**config.mk**
```make
export PLATFORM = sky130hd
export DESIGN_NAME = vga_timing_pipe
export DESIGN_NICKNAME = d
export VERILOG_FILES = /design/src/rtl/vga_pkg.sv /design/src/rtl/vga_delay_line.sv /design/src/rtl/vga_timing_pipe.sv
export SDC_FILE = /design/constraint.sdc
export NUM_CORES = 1
export LEC_CHECK = 0
export ABC_AREA = 1
export BUFFER_PORTS_ARGS = -buffer_cell sky130_fd_sc_hd__buf_2
export CORE_MARGIN = 2
export CORE_UTILIZATION = 55
export DETAILED_ROUTE_END_ITERATION = 8
export GPL_TIMING_DRIVEN = 0
export PLACE_DENSITY = 0.8
export SETUP_SLACK_MARGIN = 0.2
export SYNTH_ARGS = -nofsm -noshare
export SYNTH_HDL_FRONTEND = slang
export SYNTH_HIERARCHICAL = 1
export SYNTH_SLANG_ARGS = --single-unit
```
**constraint.sdc**
```tcl
create_clock -name clock_in -period 1.7 [get_ports clock_in]
set_input_delay 0.17 -clock clock_in [delete_from_list [all_inputs] [get_ports clock_in]]
set_output_delay 0.17 -clock clock_in [all_outputs]
set_load 0.01 [all_outputs]
```
**src/rtl/vga_pkg.sv**
```systemverilog
// Shared VGA timing definitions: 640x480 defaults, the per-pixel timing bundle
// carried down the latency pipeline, and the line/frame total helper.
package vga_pkg;

  localparam int VGA_H_ACTIVE = 640;
  localparam int VGA_H_FRONT  = 16;
  localparam int VGA_H_SYNC   = 96;
  localparam int VGA_H_BACK   = 48;
  localparam int VGA_V_ACTIVE = 480;
  localparam int VGA_V_FRONT  = 10;
  localparam int VGA_V_SYNC   = 2;
  localparam int VGA_V_BACK   = 33;

  typedef struct packed {
    logic h_sync;
    logic v_sync;
    logic display_on;
    logic line_start;
    logic frame_start;
  } vga_timing_t;

  function automatic int timing_total(input int active, input int front,
                                      input int sync, input int back);
    return active + front + sync + back;
  endfunction

endpackage

```
**src/rtl/vga_delay_line.sv**
```systemverilog
// Tick-enabled shift register; clear forces every stage back to zero.
module vga_delay_line #(
  parameter int DEPTH = 2,
  parameter int WIDTH = 5
) (
  input  logic             gclk,
  input  logic             grst_n,
  input  logic             tick,
  input  logic             clear,
  input  logic [WIDTH-1:0] data_in,
  output logic [WIDTH-1:0] data_out
);

  logic [DEPTH-1:0][WIDTH-1:0] stages;

  always_ff @(posedge gclk or negedge grst_n) begin
    if (!grst_n) begin
      stages <= '0;
    end else if (clear) begin
      stages <= '0;
    end else if (tick) begin
      stages[0] <= data_in;
      for (int i = 1; i < DEPTH; i++) stages[i] <= stages[i-1];
    end
  end

  assign data_out = stages[DEPTH-1];

endmodule

```
**src/rtl/vga_timing_pipe.sv**
```systemverilog
// VGA timing generator with a pixel-source latency pipeline: the sync, blanking
// and strobes are delayed so they line up with colour returned by the source.
module vga_timing_pipe
  import vga_pkg::*;
#(
  parameter int H_ACTIVE      = VGA_H_ACTIVE,
  parameter int H_FRONT       = VGA_H_FRONT,
  parameter int H_SYNC        = VGA_H_SYNC,
  parameter int H_BACK        = VGA_H_BACK,
  parameter int V_ACTIVE      = VGA_V_ACTIVE,
  parameter int V_FRONT       = VGA_V_FRONT,
  parameter int V_SYNC        = VGA_V_SYNC,
  parameter int V_BACK        = VGA_V_BACK,
  parameter int H_SYNC_POL    = 0,
  parameter int V_SYNC_POL    = 0,
  parameter int CLOCK_DIV     = 2,
  parameter int PIXEL_LATENCY = 2,
  parameter int COLOR_BITS    = 4,
  parameter int WIDTH_BITS    = 10,
  parameter int HEIGHT_BITS   = 10
) (
  input  logic                   clock_in,
  input  logic                   reset_n_in,
  input  logic                   enable_in,
  input  logic [COLOR_BITS-1:0]  pixel_red_in,
  input  logic [COLOR_BITS-1:0]  pixel_green_in,
  input  logic [COLOR_BITS-1:0]  pixel_blue_in,
  output logic [WIDTH_BITS-1:0]  pixel_x_out,
  output logic [HEIGHT_BITS-1:0] pixel_y_out,
  output logic                   pixel_request_out,
  output logic                   pixel_tick_out,
  output logic                   line_start_out,
  output logic                   frame_start_out,
  output logic [7:0]             frame_count_out,
  output logic [COLOR_BITS-1:0]  vga_red_out,
  output logic [COLOR_BITS-1:0]  vga_green_out,
  output logic [COLOR_BITS-1:0]  vga_blue_out,
  output logic                   h_sync_out,
  output logic                   v_sync_out,
  output logic                   display_on_out
);

  localparam int   H_TOTAL  = timing_total(H_ACTIVE, H_FRONT, H_SYNC, H_BACK);
  localparam int   V_TOTAL  = timing_total(V_ACTIVE, V_FRONT, V_SYNC, V_BACK);
  localparam int   HS_START = H_ACTIVE + H_FRONT;
  localparam int   VS_START = V_ACTIVE + V_FRONT;
  localparam logic H_IDLE   = (H_SYNC_POL == 0);
  localparam logic V_IDLE   = (V_SYNC_POL == 0);

  logic                   run, tick, tick_d, in_frame;
  logic [3:0]             div_cnt;
  logic [WIDTH_BITS-1:0]  h_cnt;
  logic [HEIGHT_BITS-1:0] v_cnt;
  logic [COLOR_BITS-1:0]  red_q, green_q, blue_q;
  vga_timing_t            raw, dly;

  // Outputs are gated combinationally so disable and reset take effect at once.
  assign run  = enable_in & reset_n_in;
  assign tick = run && (div_cnt == 4'(CLOCK_DIV - 1));

  always_ff @(posedge clock_in or negedge reset_n_in) begin
    if (!reset_n_in) begin
      div_cnt <= '0;
      h_cnt   <= '0;
      v_cnt   <= '0;
      tick_d  <= 1'b0;
    end else begin
      tick_d <= tick;
      if (!enable_in || tick) div_cnt <= '0;
      else                    div_cnt <= div_cnt + 4'd1;
      if (!enable_in) begin
        h_cnt <= '0;
        v_cnt <= '0;
      end else if (tick) begin
        if (h_cnt == WIDTH_BITS'(H_TOTAL - 1)) begin
          h_cnt <= '0;
          v_cnt <= (v_cnt == HEIGHT_BITS'(V_TOTAL - 1)) ? '0 : v_cnt + 1'b1;
        end else begin
          h_cnt <= h_cnt + 1'b1;
        end
      end
    end
  end

  always_comb begin
    raw.display_on  = (h_cnt < WIDTH_BITS'(H_ACTIVE)) && (v_cnt < HEIGHT_BITS'(V_ACTIVE));
    raw.h_sync      = (h_cnt >= WIDTH_BITS'(HS_START)) && (h_cnt < WIDTH_BITS'(HS_START + H_SYNC));
    raw.v_sync      = (v_cnt >= HEIGHT_BITS'(VS_START)) && (v_cnt < HEIGHT_BITS'(VS_START + V_SYNC));
    raw.line_start  = (h_cnt == '0);
    raw.frame_start = (h_cnt == '0) && (v_cnt == '0);
  end

  vga_delay_line #(
    .DEPTH (PIXEL_LATENCY),
    .WIDTH ($bits(vga_timing_t))
  ) u_delay (
    .gclk     (clock_in),
    .grst_n   (reset_n_in),
    .tick     (tick),
    .clear    (!enable_in),
    .data_in  (raw),
    .data_out (dly)
  );

  // Colour captured on the tick ending the period before its coordinate is shown;
  // blanking is applied with the delayed display-on of that same coordinate.
  always_ff @(posedge clock_in or negedge reset_n_in) begin
    if (!reset_n_in) begin
      red_q   <= '0;
      green_q <= '0;
      blue_q  <= '0;
    end else if (!enable_in) begin
      red_q   <= '0;
      green_q <= '0;
      blue_q  <= '0;
    end else if (tick) begin
      red_q   <= pixel_red_in;
      green_q <= pixel_green_in;
      blue_q  <= pixel_blue_in;
    end
  end

  // Count completed frames: a frame start only closes a frame already in progress,
  // so the first start after enable (or an aborted frame) is not counted.
  always_ff @(posedge clock_in or negedge reset_n_in) begin
    if (!reset_n_in) begin
      frame_count_out <= '0;
      in_frame        <= 1'b0;
    end else if (!enable_in) begin
      in_frame <= 1'b0;
    end else if (frame_start_out) begin
      if (in_frame) frame_count_out <= frame_count_out + 8'd1;
      in_frame <= 1'b1;
    end
  end

  assign pixel_x_out       = h_cnt;
  assign pixel_y_out       = v_cnt;
  assign pixel_tick_out    = tick;
  assign pixel_request_out = run & raw.display_on;
  assign display_on_out    = run & dly.display_on;
  assign line_start_out    = run & tick_d & dly.line_start;
  assign frame_start_out   = run & tick_d & dly.frame_start;
  assign h_sync_out        = run ? (dly.h_sync ^ H_IDLE) : H_IDLE;
  assign v_sync_out        = run ? (dly.v_sync ^ V_IDLE) : V_IDLE;
  assign vga_red_out       = display_on_out ? red_q   : '0;
  assign vga_green_out     = display_on_out ? green_q : '0;
  assign vga_blue_out      = display_on_out ? blue_q  : '0;

endmodule

```
[Word-level counts from Yosys, hierarchy flattened]
Index checks and enable logic that the tools add are counted.
Word-level totals
  flip-flop bits (word level): 56
  bits of input ports: 15
  output and inout bits: 47
  word-level logic and storage cells: 69
Operators by class
  add/sub/neg operators: 4
  $lt $le $gt $ge: 6
  equal/unequal tests: 6
  mux-type cells: 23
  bitwise gates (word level): 8
  reduce and logical (&&, ||, !) cells: 11
Operator list (count)
  $mux 10: 9
  $mux 4: 10
  $add 10x1->10 const B: 2
  $eq 10x10->1 const B: 2
  $logic_not 10->1: 2
  $lt 10x10->1 const B: 2
  $lt 10x9->1 const B: 2
  $ge 10x10->1 const B: 1
  $ge 10x9->1 const B: 1
  $add 8x1->8 const B: 1
  $and 1x1->1: 6
  $ne 2x1->1 const B: 3
  $logic_and 1x1->1: 5
  $add 4x1->4 const B: 1
  $eq 4x1->1 const B: 1
  $mux 1: 4
  $reduce_and 3->1: 1
  $not 1->1: 2
  $reduce_and 2->1: 1
  $logic_not 1->1: 1
  $logic_or 1x1->1: 1

[Longest topological paths before layout]
  word-level depth: 5
  depth in mapped cells: 9
  gate-level depth less buffers: 9

[Cells and area by module]
The synthesis kept the hierarchy.
Modules (own cells, without submodules)
  vga_timing_pipe: instances 1, cells each 354, area each 2653.8 um2, sequential area each 1151.1 um2
  vga_delay_line: instances 1, cells each 48, area each 439.2 um2, sequential area each 250.2 um2

[Least setup slack after synthesis]
No wires, ideal clock.
  path type: register to register
  start: reg h_cnt[0] (netlist: pixel_x_out[0])
  end: reg v_cnt[4] (netlist: pixel_y_out[4])
  library setup time: 118 ps
  arrival time: 1353 ps
  data required time: 1582 ps
  path slack: 229 ps
  stages on the path, launching flop included: 10
  path buffers: 1
  clock period less this slack: 1471 ps
  cell sequence: dfrtp_1 > ha_1 > inv_1 > nor2_4 > nand3_2 > nand2_1 > nand2_2 > buf_6 > nand2_1 > o21ai_2
On the way
  cells in the longest elaborated chain, start to end: 3
RTL lines
  start: declaration: line vga_timing_pipe.sv:52  | logic [WIDTH_BITS-1:0] h_cnt;
  start signal: assignment: line vga_timing_pipe.sv:79  | h_cnt <= h_cnt + 1'b1;
  $eq 10x10->1: line vga_timing_pipe.sv:75  | if (h_cnt == WIDTH_BITS'(H_TOTAL - 1)) begin
  $ne 2x1->1 (no line)
  $reduce_and 2->1 (no line)
  end signal: assignment: line vga_timing_pipe.sv:77  | v_cnt <= (v_cnt == HEIGHT_BITS'(V_TOTAL - 1)) ? '0 : v_cnt + 1'b1;
  end: declaration: line vga_timing_pipe.sv:53  | logic [HEIGHT_BITS-1:0] v_cnt;
Every way passes these cells.
A chain may end at the register's enable or synchronous reset.

[Final worst setup path]
  start: reg h_cnt[0] (netlist: pixel_x_out[0])
  end: reg h_cnt[3] (netlist: pixel_x_out[3])
On the way
  cells in the longest elaborated chain, start to end: 4
  elaborated cells between the ends (all ways): 5
  those cells by class: add/sub: 1; eq/ne: 1; mux: 3
RTL lines
  $add 10x1->10 / $eq 10x10->1 (equally long branches): line vga_timing_pipe.sv:79, vga_timing_pipe.sv:75
  $mux 10 *: line vga_timing_pipe.sv:75
  $mux 10 *: line vga_timing_pipe.sv:74  | end else if (tick) begin
  $mux 10 *: line vga_timing_pipe.sv:71  | if (!enable_in) begin
Every way passes the cells marked *; elsewhere a longest branch is shown, timed or not. The select of a mux whose other input is x is not followed.

==> impl_metrics.csv <==
group,metric,value,unit
global_route,globalRouteMet3Util,3.41,%
cts,clkSinkCount,56,
place,place.port_buffers,61,
synthesis,synth_enable_flop_cells,0,
finish,final-seq-area,1400,um2
floorplanning,coreArea,5470,um2
run,maxCapViolCount,0,
finish,finalNetCount,520,
power_and_ir_drop,seq_power_share,52.5,%
cts,clock_latency,0.32,ns
worst_setup_path,data_arrival_time_of_the_worst_path,1.72,ns
route,dr.pass1.iters,5,
sta,final_setup_viols,0,
global_route,vias_in_the_first_global_route,2688,
finish,syn2layout_area_growth,29.4,%
route,num_vias,2976,
finish,multi_input_area,1450,um2
synthesis,netlist.area_leader.share,45.3,%
synthesis,yosysMostFrequentCell,"nand2_1",
floorplanning,horizontal_die_dimension,79.0,um
finish,antenna_cells,0,
synthesis,sequential_element_share_of_the_synthesized_area,45.3,%
floorplanning,ioPinCount,62,
cts,cts.path.max_buffers,2,
synthesis,syn_nets,424,
sta,clock-skew-final,0.0124,ns
place,post-dp-hpwl,4660,um
power_and_ir_drop,total_power_draw,2.67,mW
global_route,grt.met1_usage,29.1,%
synthesis,syn-cell-area,3090,um2
cts,worst_setup_hold_path_clk_slew,0.10,ns
place,placed_cells_incl_taps,535,
floorplanning,initial_core_util,56.5,%
floorplanning,floorplan.rows,27,
route,avgRoutedWirePerCell,13.5,um
synthesis,ys.flop_type,"dfrtp_1",
power_and_ir_drop,power_frac_comb,13.5,%
worst_setup_path,endpoint_kind_of_the_worst_setup_timing_path,"flop",
worst_setup_path,critical_path.max_fanout,10,
synthesis,yosysWarnings,6,
place,gp_congestion,0.865,
sta,timing.final.crit_period,1.51,ns
global_route,grtUsageMet2,41.8,%
sta,finalHoldViolCount,0,
synthesis,netlist-cell-type-count,28,
sta,unrepaired_setup_endpoints_after_global_routing,"true",
synthesis,synth_area_leaders,"dfrtp_1 45%, nand2_1 14%, nand3_1 6.8%, inv_1 6.3%, nor2_1 5.3%",
worst_setup_path,worst-r2r-cell-count,9,
sta,worst_pin_slew,0.265,ns
sta,max_freq,0.663,GHz
finish,final_cells,571,
synthesis,post_synth_inst_count,402,
route,finalWirelength,7720,um
sta,drv_slew,0,
global_route,track_usage,23.4,%
hold_path,min_path_type,"input port to flop",
power_and_ir_drop,max-vdd-ir-drop,0.552,mV
global_route,global_route.overflow_total,0,
floorplanning,die-area,6240,um2
floorplanning,die_h,79.0,um
route,drt_iter0_markers,252,
global_route,global_route_wire_length_before_repair,11800,um
synthesis,synth.top_cells.by_count,"112 x nand2_1, 56 x dfrtp_1, 52 x inv_1, 44 x nor2_1, 42 x nand3_1",
sta,period_utilisation_layout,88.7,%
synthesis,yosysTopAreaCell,"dfrtp_1",
global_route,largest_net_degree_at_the_start_of_global_routing,58,
sta,maxSlewHeadroom,82.3,%
finish,drive_gt1_share,30.7,%
route,detail_route.drc_violations,0,
route,postRouteAntennaNets,0,
power_and_ir_drop,p_per_area,667,nW/um2
cts,numCtsBuffers,5,
worst_setup_path,path_class,"flop to flop",
cts,htree_num_levels,2,
worst_setup_path,crit_path_start_kind,"flop",
global_route,initial_antenna_violation_count,0,
synthesis,synth.avg_cell_area,7.69,um2
synthesis,ys_seq_elements,56,
power_and_ir_drop,sw_frac_of_total,26.2,%
cts,tritoncts,"done",
worst_setup_path,setup.reg_to_reg.worst_slack,0.19,ns
hold_path,hold-path-cell-count,3,
outcome,run_status,"finished clean",
route,drt-vias-per-instance,5.21,
power_and_ir_drop,power.net_switching,698,uW
power_and_ir_drop,internal_power_consumption,1.97,mW
power_and_ir_drop,power.share.clock,34.0,%
sta,setup-tns-final,0,ns
finish,nFillCells,426,
synthesis,synth-async-reset-ratio,100,%
cts,cts.root.buffer_cell,"clkbuf_8",
power_and_ir_drop,power.leakage,2.15,nW
worst_setup_path,cp_data_required_time,1.91,ns
global_route,globalRoute.busiestLayer,"met2",
sequential cells by signal, summed over array words and instances (netlist names), 4 cells and up:
signal	cells
pixel_y_out	10
green_q	4
frame_count_out	8
u_delay/stages	5
pixel_x_out	10
blue_q	4
u_delay/data_out	5
red_q	4
div_cnt	4
what timing repair did:
action,4_1_cts,5_1_grt
hold endpoints to repair,56,56
setup buffers,14,8
setup endpoints to repair,75,56
cloned,0,3
resized for setup,21,23
pin swaps,3,4
logic make-up after synthesis:
group	share of synthesized area [%]
flops	45.3
buf+inv	10.7
simple gates	32.3
xor+xnor	2.27
compound gates	6.59
fa+ha+maj	2.83
power groups by stage:
stage               clock network (mW)  registers [mW]  logic (mW)
floorplan                            0            1.43       0.165
global placement                     0            1.42       0.264
detailed placement                   0            1.43       0.273
CTS                              0.910            1.40       0.298
global route                     0.959            1.40       0.402
finish                           0.907            1.40       0.361
placed cells by master, fill, tap and decap left out, types with 4 or more instances in the layout:
cell      netlist  routed
nor2_4          4       5
nand3_1        42      40
ha_1            7       5
clkbuf_8        0       5
buf_6           5       6
dfrtp_1        56      54
buf_4           6      25
nor3_1          5       4
buf_8           0       4
buf_2           4      65
inv_1          52      47
nand2_1       112     108
o21ai_0        20      20
nand4_1         7       7
nand2_2         4       7
nor2_1         44      40
o21ai_2         7       7
inv_2           3       7
xor2_1          6       6
stage by stage:
stage / hold WS [ns] / instance area [um2] / utilization (%) / setup WS [ns]
after detailed placement: 0.387 / 3490 / 63.7 / -0.841
after global routing: 0.0756 / 4000 / 73.1 / 0.0696
after floorplan: -0.126 / 3090 / - / 0.229
after global placement: 0.382 / 3490 / 63.7 / -0.788
final: 0.0600 / 4000 / 73.1 / 0.193
after CTS: -0.285 / 3770 / 68.9 / 0.203
worst paths after layout:
kind	endpoint	from
setup reg to reg	pixel_x_out[3]	pixel_x_out[0]
hold / removal	green_q[2]	pixel_green_in[2]
hold reg to reg	u_delay/data_out[4]	u_delay/data_out[4]
max in group asynchronous	pixel_x_out[7]	reset_n_in
min in group asynchronous	u_delay/stages[2]	reset_n_in
setup / recovery	pixel_x_out[3]	pixel_x_out[0]
area by class of cell:
class                      count  share of cell area (%)
sequential                    56                    35.1
clock inverter                 3                    1.19
clock buffer                   5                    1.72
inverter                      55                    5.22
buffer                        16                    3.69
multi-input combinational    275                    36.2
timing repair buffer          89                    14.6
tap                           72                    2.25
critical path: stages (launching register included):
cell     delay (ns)
dfrtp_1        0.41
ha_2           0.22
inv_1          0.07
nor2_4         0.10
nand3_2        0.10
nand2_1        0.13
nand2_2        0.10
buf_6          0.16
nand2_1        0.07
nor2_1         0.04
metal layers:
metal  wire length [um]  share of wire (%)
met5                  0                  0
met4                107                1.4
met3                334                4.3
met2               3940                 51
met1               3340                 43
Note: power is estimated with default switching activity, not from simulation.
